File: config.mk
export PLATFORM = sky130hd
export DESIGN_NAME = trakball_quad
export DESIGN_NICKNAME = d
export VERILOG_FILES = /design/src/rtl/trakball_pkg.sv /design/src/rtl/trakball_axis.sv /design/src/rtl/trakball_quad.sv
export SDC_FILE = /design/constraint.sdc
export NUM_CORES = 1
export LEC_CHECK = 0
export CORE_AREA = 2 2 98 100
export DETAILED_ROUTE_END_ITERATION = 8
export DIE_AREA = 0 0 100 102
export PLACE_DENSITY_LB_ADDON = 0.15
export SYNTH_ARGS = -nofsm -noshare
export SYNTH_HDL_FRONTEND = slang
export SYNTH_SLANG_ARGS = --single-unit
File: constraint.sdc
create_clock -name clk_sys -period 5.1 [get_ports clk_sys]
set_clock_uncertainty 0.05 [all_clocks]
set_input_delay 1.02 -clock clk_sys [delete_from_list [all_inputs] [get_ports clk_sys]]
set_output_delay 1.02 -clock clk_sys [all_outputs]
set_load 0.01 [all_outputs]
File: src/rtl/trakball_pkg.sv
// Shared types, constants and arithmetic helpers for the trackball step emulator.
package trakball_pkg;

    typedef enum logic {
        MODE_DIR_CLK = 1'b0,
        MODE_QUAD    = 1'b1
    } mode_e;

    // Quadrature phase {a,b} for counter values 0..3, packed two bits per entry.
    localparam logic [7:0] GRAY_LUT     = 8'b10_11_01_00;
    localparam int         ACCEL_THRESH = 16;

    // Symmetric clamp to +/-(2^(acc_w-1)-1) so the most-negative code never appears.
    function automatic logic signed [31:0] sat_add(
        input logic signed [31:0] acc,
        input logic signed [31:0] inc,
        input int                 acc_w
    );
        logic signed [31:0] lim;
        logic signed [31:0] sum;
        lim = (32'sd1 <<< (acc_w - 1)) - 32'sd1;
        sum = acc + inc;
        if (sum > lim) begin
            sat_add = lim;
        end else if (sum < -lim) begin
            sat_add = -lim;
        end else begin
            sat_add = sum;
        end
    endfunction

    function automatic logic [1:0] gray2(input logic [1:0] cnt);
        gray2 = GRAY_LUT[{cnt, 1'b0} +: 2];
    endfunction

endpackage

File: src/rtl/trakball_axis.sv
// One trackball axis: saturating delta accumulator, 2-bit step counter and output mapping.
// Build option TRAK_ACCEL_EN doubles large deltas before accumulation.
module trakball_axis
    import trakball_pkg::*;
#(
    parameter int DELTA_W = 8,
    parameter int ACC_W   = 12
) (
    input  logic               clk_sys,
    input  logic               reset_n,
    input  logic               pkt,
    input  logic               tick,
    input  logic               hold,
    input  mode_e              mode,
    input  logic [DELTA_W-1:0] mag,
    input  logic               neg,
    output logic               out_a,
    output logic               out_b,
    output logic               acc_nz
);

    logic signed [ACC_W-1:0]   acc_r;
    logic signed [ACC_W-1:0]   acc_nxt_s;
    logic [1:0]                cnt_r;
    logic                      dir_r;
    logic                      out_a_r;
    logic                      out_b_r;
    logic signed [DELTA_W:0]   raw_s;
    logic signed [31:0]        d_s;
    logic signed [31:0]        inc_s;
    logic                      step_s;
    logic                      pos_s;
    logic [1:0]                gray_s;

    // Delta decode, step decision and next accumulator value.
    always_comb begin
        raw_s = {neg, mag};
`ifdef TRAK_ACCEL_EN
        d_s = (mag > DELTA_W'(ACCEL_THRESH)) ? (32'(raw_s) <<< 1) : 32'(raw_s);
`else
        d_s = 32'(raw_s);
`endif
        step_s    = tick & ~hold & (acc_r != {ACC_W{1'b0}});
        pos_s     = ~acc_r[ACC_W-1];
        inc_s     = (pkt ? d_s : 32'sd0) - (step_s ? (pos_s ? 32'sd1 : -32'sd1) : 32'sd0);
        acc_nxt_s = ACC_W'(sat_add(32'(acc_r), inc_s, ACC_W));
        acc_nz    = (acc_nxt_s != {ACC_W{1'b0}});
        gray_s    = gray2(cnt_r);
    end

    // Axis state and registered outputs; outputs follow the counter by one cycle.
    always_ff @(posedge clk_sys or negedge reset_n) begin
        if (!reset_n) begin
            acc_r   <= {ACC_W{1'b0}};
            cnt_r   <= 2'd0;
            dir_r   <= 1'b0;
            out_a_r <= 1'b0;
            out_b_r <= 1'b0;
        end else begin
            acc_r <= acc_nxt_s;
            if (step_s) begin
                cnt_r <= pos_s ? (cnt_r + 2'd1) : (cnt_r - 2'd1);
                dir_r <= pos_s;
            end
            out_a_r <= (mode == MODE_QUAD) ? gray_s[1] : dir_r;
            out_b_r <= (mode == MODE_QUAD) ? gray_s[0] : cnt_r[0];
        end
    end

    assign out_a = out_a_r;
    assign out_b = out_b_r;

endmodule

File: src/rtl/trakball_quad.sv
// N-axis trackball emulator: packet detect, shared step prescaler and busy flag.
// Build option TRAK_ACCEL_EN enables delta acceleration inside each axis.
module trakball_quad
    import trakball_pkg::*;
#(
    parameter int AXES    = 2,
    parameter int DELTA_W = 8,
    parameter int ACC_W   = 12,
    parameter int DIV_W   = 3
) (
    input  logic                    clk_sys,
    input  logic                    reset_n,
    input  logic                    strobe,
    input  logic [AXES*DELTA_W-1:0] delta,
    input  logic [AXES-1:0]         delta_sign,
    input  logic [AXES-1:0]         invert,
    input  logic [DIV_W-1:0]        sense,
    input  logic                    mode,
    input  logic                    hold,
    output logic [AXES-1:0]         out_a,
    output logic [AXES-1:0]         out_b,
    output logic                    busy
);

    logic              strobe_q_r;
    logic [DIV_W-1:0]  pre_r;
    logic              busy_r;
    logic              pkt_s;
    logic              tick_s;
    logic [AXES-1:0]   acc_nz_s;

    assign pkt_s  = (strobe != strobe_q_r);
    assign tick_s = (pre_r == sense);

    // Packet edge history, prescaler (wraps freely if sense drops below it) and busy.
    always_ff @(posedge clk_sys or negedge reset_n) begin
        if (!reset_n) begin
            strobe_q_r <= 1'b0;
            pre_r      <= {DIV_W{1'b0}};
            busy_r     <= 1'b0;
        end else begin
            strobe_q_r <= strobe;
            pre_r      <= tick_s ? {DIV_W{1'b0}} : (pre_r + DIV_W'(1));
            busy_r     <= |acc_nz_s;
        end
    end

    for (genvar i = 0; i < AXES; i++) begin : g_axis
        trakball_axis #(
            .DELTA_W (DELTA_W),
            .ACC_W   (ACC_W)
        ) u_axis (
            .clk_sys (clk_sys),
            .reset_n (reset_n),
            .pkt     (pkt_s),
            .tick    (tick_s),
            .hold    (hold),
            .mode    (mode_e'(mode)),
            .mag     (delta[i*DELTA_W +: DELTA_W]),
            .neg     (delta_sign[i] ^ invert[i]),
            .out_a   (out_a[i]),
            .out_b   (out_b[i]),
            .acc_nz  (acc_nz_s[i])
        );
    end

    assign busy = busy_r;

endmodule

==> out/results.tsv, run 1 <==
metric	value	unit
Top FF cell, synth	dfrtp_1	
DP HPWL	8290	um
CP endpoint kind	flop	
most frequent cell after synthesis	inv_1	
XOR/XNOR share of the synthesized area	0.0676	
initial core utilization	0.441	
clock sinks	39	
Via Count	3767	
Placer Congestion	0.879	
Inserted Clock Buffers	5	
synth top area cells	dfrtp_1 24%, fa_1 16%, ha_1 9.0%	
DR pass1 iterations	4	
largest area contributor in the netlist	dfrtp_1	
gr usage total	0.217	
DIE WIDTH	100	um
largest net degree at the start of global routing	40	
H-Tree Depth	2	
HP Class	reg -> reg	
register area	976	um2
Final WS setup	-0.215	ns
mux contribution to synthesized area	0.00997	
utilization after layout	0.669	
post-synthesis adder-cell area fraction	0.250	
synth warn	0	
multi-input logic area	3200	um2
port bufs	32	
Post-Syn Area	4020	um2
row count	35	
max-slew violations	0	
Starting DRT DRC Count	158	
Final min period	5.32	ns
simple-gate portion of the synthesized area	0.175	
total gr overflow	0	
Critical Path RT	5.22	ns
core area	9110	um2
initial antenna violation count	0	
worst-path maximum fanout	4	
failing checks	setup timing	
Worst-path clk slew	0.08	ns
status	complete, but fails checks	
Die ar.	10200	um2
# IOs	33	
post-synthesis cell type count	60	
commonest cells in the netlist	71 x inv_1, 39 x dfrtp_1, 32 x fa_1	
FMAX	188	MHz
diode count	0	
Startpoint Class	primary input	
worst skew pair latency	0.29	ns
first-pass GRT wire length	17800	um
Worst Max-Slew Pin Slew	0.848	ns
Setup Viol. Count Final	18	
TritonCTS clock tree	yes	
Synth Area in Compound Gates	0.173	
Mapped Nets	546	
root buffer cell	clkbuf_8	
post-route ant nets	0	
Bufs on Longest Clock Path	2	
Die Height	102	um
number of vias per cell	5.17	
fillcell total	742	
MaxCap Viol Count	0	
# nets final	705	
Post-Syn Area per Cell	8.79	um2
Hold Buf Count CTS	0	
number of flops mapped to enable cells by yosys	0	
Async SR Flop Fraction	1.00	
layout cells sized above 1	0.376	
Hold Violations, Final	0	
Yosys reg bits	39	
area share of the largest cell type after synthesis	0.243	
Layout area overhead	51.9	%
fin cells	728	
Mapped Cells	457	
routed len/inst	14.4	um
Setup CP Type	in -> reg	
placed cell count	696	
Slew HR	0.434	
largest family of logic cells by synthesized area	adder cells	
vias in the first global route	3899	
sequential share of the synthesized area	0.243	
Worst EP arrival	5.44	ns
period utilisation layout	1.04	
Post-Route WL	10500	um
Post-route DRC	0	
RSZ-0062 raised after global routing	true	
[layout by cell type, fill, tap and decap left out, types with 8 or more instances in the layout]
master and count:
ha_1 17, clkdlybuf4s50_1 26, a21o_1 14, buf_6 8, o21ai_2 15, nor2_1 29, ha_4 11, xor2_1 14
nand2_1 26, a21oi_2 11, inv_2 11, inv_1 58, dfrtp_1 39, and2_1 9, buf_4 120, fa_1 28
a21oi_1 15, xnor2_1 14
[stage by stage]
step	setup TNS (ns)	area [um2]	setup WS (ns)	hold slack (ns)
finish	-1.92	6100	-0.215	0.422
global route	-6.59	6100	-0.426	0.453
CTS	-1.42	5920	-0.205	0.427
detailed placement	-22.65	5500	-1.11	0.416
global placement	-20.15	5500	-1.01	0.413
floorplan	-2.05	4290	-0.280	0.395
[worst max-delay path, stage by stage]
cell       delay, ns
buf_8           0.10
xor2_4          0.16
nor4_4          0.31
buf_4           0.18
nand2_4         0.07
fa_1            0.53
inv_2           0.05
fa_2            0.37
nand2b_4        0.17
a211oi_4        0.27
o21ai_2         0.11
o21ai_2         0.13
a21o_1          0.13
a21o_1          0.14
a21o_1          0.14
fa_1            0.44
nor4b_2         0.22
nand4_1         0.10
a31oi_1         0.16
a31o_2          0.22
o2111ai_1       0.10
or3_1           0.31
[cell families after synthesis]
group,after synthesis
buffers and inverters,83
and+or+nand+nor,135
muxes,4
xor gates and xnor gates,31
adders and majority gates,61
AOI/OAI and AO/OA,104
DFF,39
[timing repair]
action | in CTS | in global routing
setup endpoints to repair | 23 | 23
buffers inserted | 17 | 6
pin swaps | 35 | 29
gates resized for setup | 49 | 42
cloned | 1 | 1
[state kept, by name (all words and copies together), names as in the netlist]
signal,flops
strobe_q_r,1
g_axis.u_axis.cnt_r,4
busy,1
g_axis.u_axis.out_a,2
pre_r,3
g_axis.u_axis.acc_r,24
g_axis.u_axis.dir_r,2
g_axis.u_axis.out_b,2
[worst paths after layout]
kind | from | to | slack (ns) | cells after the start
worst max-delay path | sense[0] | busy | -0.22 | 22
worst min-delay path | g_axis[1].u_axis.cnt_r[1] | g_axis[1].u_axis.cnt_r[1] | 0.42 | 1
worst max register to register | pre_r[0] | busy | 0.09 | 21
worst min register to register | g_axis[1].u_axis.cnt_r[1] | g_axis[1].u_axis.cnt_r[1] | 0.42 | 1
max in group asynchronous | reset_n | g_axis[1].u_axis.dir_r | 3.68 | 1
min in group asynchronous | reset_n | pre_r[1] | 0.79 | 1
[cell type report]
cell class / count / share of cell area
Clock buffer: 5 / 0.0113
Multi-Input combinational cell: 335 / 0.524
Inverter: 72 / 0.0456
Timing Repair Buffer: 163 / 0.229
Clock inverter: 3 / 0.00718
Tap cell: 111 / 0.0228
Sequential cell: 39 / 0.160
[routing by layer]
| layer | vias to the layer above | wire [um] | global-route usage |
|---|---|---|---|
| met5 | - | 0 | 0 |
| met4 | 0 | 89 | 0.0337 |
| met3 | 8 | 278 | 0.0267 |
| met2 | 58 | 5260 | 0.381 |
| met1 | 1832 | 4870 | 0.296 |
| li1 | 1869 | - | - |
Power of run 1 is not shown: default switching activity piles up to over one toggle a cycle in this logic, so the estimate is an artifact.
==> run 2, diff against run 1 <==
--- a/config.mk
+++ b/config.mk
@@ -5,10 +5,12 @@
 export SDC_FILE = /design/constraint.sdc
 export NUM_CORES = 1
 export LEC_CHECK = 0
-export CORE_AREA = 2 2 98 100
+export CORE_AREA = 2 2 99 101
 export DETAILED_ROUTE_END_ITERATION = 8
-export DIE_AREA = 0 0 100 102
+export DIE_AREA = 0 0 101 103
 export PLACE_DENSITY_LB_ADDON = 0.15
+export REMOVE_ABC_BUFFERS = 1
 export SYNTH_ARGS = -nofsm -noshare
 export SYNTH_HDL_FRONTEND = slang
+export SYNTH_HIERARCHICAL = 1
 export SYNTH_SLANG_ARGS = --single-unit
==> run 2 against run 1 <==
Compared with the run above:
- the flow still finishes with violations (setup timing)
- synthesized cell count rose by 1.8%
- via count up 9.4%
- die area is 2.0% higher
- critical endpoint unchanged
==> out/results.tsv, run 2 <==
metric	value	unit	change
Post-Syn Area per Cell	8.85	um2	+0.73%
failing checks	setup timing		
commonest non-fill, non-tap cell in the layout	buf_4		
H-Tree Depth	2		unchanged
Worst Max-Slew Pin Slew	0.850	ns	+0.00189 ns
gr usage total	0.236		+0.0188
Biggest register	g_axis.u_axis/acc_r		
mux contribution to synthesized area	0.00760		-0.00237
Post-route DRC	0		unchanged
Inserted Clock Buffers	5		unchanged
XOR/XNOR share of the synthesized area	0.0614		-0.00621
Setup Viol. Count Final	17		-1
Starting DRT DRC Count	301		+91%
max-slew violations	0		unchanged
largest area contributor in the netlist	dfrtp_1		
period utilisation layout	1.10		+0.0569
Slew HR	0.433		-0.00126
Post-Syn Area	4120	um2	+2.5%
GR Util met2	0.416		+0.0344
GR peak layer	met2		
post-synthesis cell type count	70		+17%
M3 GR Usage	0.0264		-0.000235
Fin Setup TNS	-5.67	ns	-3.75 ns
CP endpoint kind	flop		
Cell Area, Placed	5460	um2	-0.86%
number of flops mapped to enable cells by yosys	0		unchanged
sequential share of the synthesized area	0.237		-0.00591
layout cells sized above 1	0.417		+0.0407
largest family of logic cells by synthesized area	adder cells		
post-route ant nets	0		unchanged
Worst EP arrival	5.74	ns	+0.30 ns
worst hold slack	0.441	ns	+0.0192 ns
Placer Congestion	0.870		-1.0%
TritonCTS clock tree	yes		
port bufs	32		unchanged
max reg flops	24		unchanged
synth warn	6		+6
Post-Layout Inst Area	6450	um2	+5.8%
Bufs on Longest Clock Path	2		unchanged
met1 GRT Util	0.307		+0.0111
worst skew pair latency	0.29	ns	about the same
Async SR Flop Fraction	1.00		unchanged
# IOs	33		unchanged
number of vias per cell	5.32		+2.9%
Worst-path clk slew	0.08	ns	about the same
commonest cells in the netlist	77 x inv_1, 39 x dfrtp_1, 39 x nand2_1		
diode count	0		unchanged
Hold Violations, Final	0		unchanged
most frequent cells in the layout	148 x buf_4, 65 x inv_1, 39 x dfrtp_1		
most frequent cell after synthesis	inv_1		
Startpoint Class	primary input		
Via Count	4120		+9.4%
vias in the first global route	4147		+6.4%
core area	9460	um2	+3.8%
status	complete, but fails checks		
Die Height	103	um	+0.98%
worst-path maximum fanout	4		unchanged
HP Class	reg -> reg		
Post-Route WL	12000	um	+15%
Hold Buf Count CTS	0		unchanged
routed len/inst	15.5	um	+7.7%
root buffer cell	clkbuf_8		
area share of the largest cell type after synthesis	0.237		-0.00591
Final min period	5.61	ns	+0.290 ns
first-pass GRT wire length	19300	um	+8.4%
Setup CP Type	in -> reg		
Top FF cell, synth	dfrtp_1		
clock sinks	39		unchanged
FMAX	178	MHz	-5.2%
Yosys reg bits	39		unchanged
DIE WIDTH	101	um	+1.0%
# nets final	748		+6.1%
total gr overflow	0		unchanged
Mapped Cells	465		+1.8%
DR pass1 iterations	4		unchanged
synth top area cells	dfrtp_1 24%, fa_1 16%, ha_1 8.8%		
simple-gate portion of the synthesized area	0.176		+0.000901
Critical Path RT	5.24	ns	+0.02 ns
MaxCap Viol Count	0		unchanged
Die ar.	10400	um2	+2.0%
registers with the most flip-flops	g_axis.u_axis/acc_r (24), g_axis.u_axis/cnt_r (4), pre_r (3)		
largest net degree at the start of global routing	40		unchanged
Final WS setup	-0.506	ns	-0.290 ns
row count	36		+2.9%
Synth Area in Compound Gates	0.191		+0.0180
initial antenna violation count	0		unchanged
post-synthesis adder-cell area fraction	0.244		-0.00608
initial core utilization	0.435		-0.00574
Layout area overhead	56.7	%	
DP HPWL	8740	um	+5.5%
RSZ-0062 raised after global routing	true		
==> run 2: cell types whose count changed in the layout (fill, tap and decap cells not counted), sizes merged, moves of 5 or more <==
cell	delta
buf	+35
inv	+9
nor2	-12
nor2b	-5
o2bb2ai	+6
nand2	+8
==> run 2: what timing repair did <==
| item | CTS | global route |
|---|---|---|
| pin swaps | 63 | 23 |
| gates resized for setup | 104 | 43 |
| buffers inserted | 41 | 2 |
| endpoints found under the setup margin | 25 | 23 |
==> run 2: logic make-up after synthesis <==
kind of cell	after synthesis
AND/OR/NAND/NOR	136
AO/OA/AOI/OAI	110
buffers and inverters	88
adder cells (fa/ha/maj)	61
flip-flops	39
XOR/XNOR	28
multiplexers	3
==> run 2: final timing paths <==
check | start | end | slack (ns) | depth (start not counted)
worst max-delay path | sense[0] | busy | -0.51 | 23
worst min-delay path | g_axis[1].u_axis/cnt_r[1] | g_axis[1].u_axis/cnt_r[1] | 0.44 | 1
worst max register to register | pre_r[2] | busy | -0.18 | 22
worst min register to register | g_axis[1].u_axis/cnt_r[1] | g_axis[1].u_axis/cnt_r[1] | 0.44 | 1
max in group asynchronous | reset_n | g_axis[1].u_axis/acc_r[3] | 3.69 | 1
min in group asynchronous | reset_n | pre_r[0] | 0.79 | 1
==> run 2: area by class of cell <==
| type | count | area (um2) |
|---|---|---|
| inverter | 78 | 300 |
| fill | 730 | 3010 |
| tap | 114 | 143 |
| timing repair buffer | 197 | 1630 |
| multi-input combinational | 338 | 3290 |
| clock inverter | 3 | 43.8 |
| sequential | 39 | 976 |
| clock buffer | 5 | 68.8 |
==> run 2: critical path, cell delays in order <==
cell	delay, ns
buf_6	0.09
xnor2_2	0.14
and3_4	0.21
inv_2	0.04
or3_4	0.37
buf_6	0.14
fa_1	0.48
ha_4	0.33
o21ai_2	0.07
nor2_2	0.18
a41oi_2	0.17
a21oi_2	0.25
and2_4	0.19
o21ai_2	0.06
nand2b_1	0.10
fa_1	0.46
nor3_2	0.18
nand3_2	0.14
a311oi_2	0.20
mux2_4	0.20
nand2_2	0.06
or4_1	0.40
or2_4	0.26
==> run 2: per-layer routing <==
layer / share of wire / up-vias
met2: 0.50 / 91
met1: 0.44 / 2013
met5: 0 / -
met4: 0.026 / 0
met3: 0.032 / 32
li1: - / 1984
==> run 2: stage by stage <==
stage	instances	setup WS, ns	utilization
after global routing	774	-0.672	0.682
after floorplan	455	-1.43	-
after global placement	725	-1.63	0.577
final	774	-0.506	0.682
after CTS	774	-0.400	0.663
after detailed placement	725	-1.77	0.577
Power of run 2 is left out for the same reason.
==> run 3, diff against run 2 <==
--- a/config.mk
+++ b/config.mk
@@ -5,9 +5,9 @@
 export SDC_FILE = /design/constraint.sdc
 export NUM_CORES = 1
 export LEC_CHECK = 0
-export CORE_AREA = 2 2 99 101
+export CORE_AREA = 2 2 91 93
 export DETAILED_ROUTE_END_ITERATION = 8
-export DIE_AREA = 0 0 101 103
+export DIE_AREA = 0 0 93 95
 export PLACE_DENSITY_LB_ADDON = 0.15
 export REMOVE_ABC_BUFFERS = 1
 export SYNTH_ARGS = -nofsm -noshare
==> run 3 against run 2 <==
Compared with the run above:
- the run still ends with setup timing left
- via count up 0.36%
- maximum frequency down 1.3%
- die area decreased by 15%
- hold slack better by 0.037 ns
- clock-buffer cell count up 1
- wire length rose by 2.4%
- register-to-register slack worse by 0.08 ns
- critical path depth stayed put
- global-route usage increased by 5.0 points
- cell area down 2.8%
- core utilization rose by 11 points
- setup slack got worse by 0.072 ns
==> out/results.tsv, run 3 (synthesis results as in run 2) <==
metric	value	unit	change
total gr overflow	0		unchanged
Worst EP arrival	5.84	ns	+0.10 ns
worst-path maximum fanout	3		-1
Bufs on Longest Clock Path	2		unchanged
worst-path cell chain	buf_8, xnor2_4, and3_4, inv_2, or3_4, fa_2, ha_4, a211oi_4, nor2_2, a41oi_2, a21oi_2, and2_4, o21ai_2, nand2b_1, fa_1, nor4bb_4, nand4_1, a21oi_1, o31ai_1, a311o_1, buf_4, nor2_4, a22o_1		
Layout area overhead	52.3	%	
Slew HR	0.432		-0.00159
Post-Route WL	12300	um	+2.4%
Worst path depth	23		unchanged
root buffer cell	clkbuf_8		
fin cells	753		-2.7%
Post-Layout Inst Area	6270	um2	-2.8%
Startpoint Class	primary input		
TritonCTS clock tree	yes		
# IOs	33		unchanged
Die Height	95	um	-7.8%
post-route ant nets	0		unchanged
gr usage total	0.286		+0.0497
layout cells sized above 1	0.394		-0.0231
Worst Max-Slew Pin Slew	0.853	ns	+0.00238 ns
placed cell count	716		-1.2%
worst skew pair latency	0.29	ns	about the same
CP endpoint kind	flop		
clock sinks	39		unchanged
Post-route DRC	0		unchanged
worst stage delay on the critical path	0.59	ns	+0.11 ns
R2R cell count	22		unchanged
registers with the most flip-flops	g_axis.u_axis/acc_r (24), g_axis.u_axis/cnt_r (4), pre_r (3)		
Via Count	4135		+0.36%
max-slew violations	0		unchanged
# nets final	736		-1.6%
max reg flops	24		unchanged
Placer Congestion	0.855		-1.7%
HP Class	reg -> reg		
initial core utilization	0.519		+0.0840
failing checks	setup timing		
Final WS setup	-0.578	ns	-0.0719 ns
largest net degree at the start of global routing	40		unchanged
DP HPWL	8640	um	-1.2%
DR pass1 iterations	4		unchanged
status	complete, but fails checks		
Hold Violations, Final	0		unchanged
crit path max-delay cell type	fa_2		
FMAX	176	MHz	-1.3%
core area	7930	um2	-16%
Setup Viol. Count Final	23		+6
Die ar.	8840	um2	-15%
most frequent cells in the layout	142 x buf_4, 65 x inv_1, 39 x dfrtp_1		
port bufs	32		unchanged
Worst-path clk slew	0.07	ns	about the same
worst hold stages	1		unchanged
critical path's top delay family	simple AND/OR/NAND/NOR gates		
period utilisation layout	1.11		+0.0141
diode count	0		unchanged
number of vias per cell	5.49		+3.2%
routed len/inst	16.3	um	+5.2%
Cell Area, Placed	5440	um2	-0.21%
MaxCap Viol Count	0		unchanged
Final min period	5.68	ns	+0.0719 ns
DIE WIDTH	93	um	-7.9%
row count	33		-8.3%
initial antenna violation count	0		unchanged
Biggest register	g_axis.u_axis/acc_r		
Buf+Inv Stages, Crit Path	3		unchanged
Inserted Clock Buffers	5		unchanged
vias in the first global route	4302		+3.7%
Critical Path RT	5.27	ns	+0.03 ns
RSZ-0062 raised after global routing	true		
H-Tree Depth	2		unchanged
utilization after layout	0.791		+0.109
Starting DRT DRC Count	220		-27%
fillcell total	517		-29%
first-pass GRT wire length	19900	um	+3.1%
Setup CP Type	in -> reg		
Place WS	-1.74	ns	+0.0255 ns
commonest non-fill, non-tap cell in the layout	buf_4		
## run 3: path summary, 6_finish.rpt
kind | from | end | slack, ns
worst min-delay path | g_axis[1].u_axis/cnt_r[1] | g_axis[1].u_axis/cnt_r[1] | 0.48
min in group asynchronous | reset_n | pre_r[1] | 0.79
worst max-delay path | sense[0] | g_axis[0].u_axis/acc_r[3] | -0.58
max in group asynchronous | reset_n | g_axis[0].u_axis/acc_r[0] | 3.68
worst min register to register | g_axis[1].u_axis/cnt_r[1] | g_axis[1].u_axis/cnt_r[1] | 0.48
worst max register to register | pre_r[0] | g_axis[0].u_axis/acc_r[3] | -0.26
## run 3: final cells by class
type,instances,area [um2],share of cell area
clock buffer,6,72.6,0.0116
clock inverter,2,12.5,0.00200
inverter,78,300,0.0479
multi-input combinational,338,3260,0.520
sequential,39,976,0.156
tap,105,131,0.0210
timing repair buffer,185,1510,0.242
## run 3: layer usage
layer / GRT usage / share of wire / up-vias
met2: 0.525 / 0.52 / 103
li1: - / - / 1957
met1: 0.356 / 0.42 / 2035
met5: 0 / 0 / -
met4: 0.0833 / 0.032 / 0
met3: 0.0287 / 0.025 / 40
## run 3: through the flow
stage                     setup TNS (ns)  hold WS, ns
after floorplan                   -18.99        0.395
after global placement            -30.36        0.410
after detailed placement          -33.44        0.428
after CTS                          -5.33        0.442
after global routing              -13.12        0.488
final                              -8.36        0.479
## run 3: worst reg2reg max path, stage by stage (launching register included)
cell	delay [ns]
dfrtp_1	0.46
xnor2_4	0.20
and3_4	0.21
inv_2	0.04
or3_4	0.37
fa_2	0.59
ha_4	0.21
a211oi_4	0.25
nor2_2	0.09
a41oi_2	0.26
a21oi_2	0.11
and2_4	0.18
o21ai_2	0.16
nand2b_1	0.09
fa_1	0.54
nor4bb_4	0.33
nand4_1	0.16
a21oi_1	0.15
o31ai_1	0.08
a311o_1	0.31
buf_4	0.17
nor2_4	0.11
a22o_1	0.18
## run 3: repair_timing
| action | 4_1_cts | 5_1_grt |
|---|---|---|
| endpoints found under the setup margin | 25 | 23 |
| gates cloned | 0 | 0 |
| hold buffers | 0 | 0 |
| gates resized for setup | 93 | 42 |
| pin swaps | 59 | 30 |
| setup buffers | 21 | 9 |
Power of run 3 is left out for the same reason.
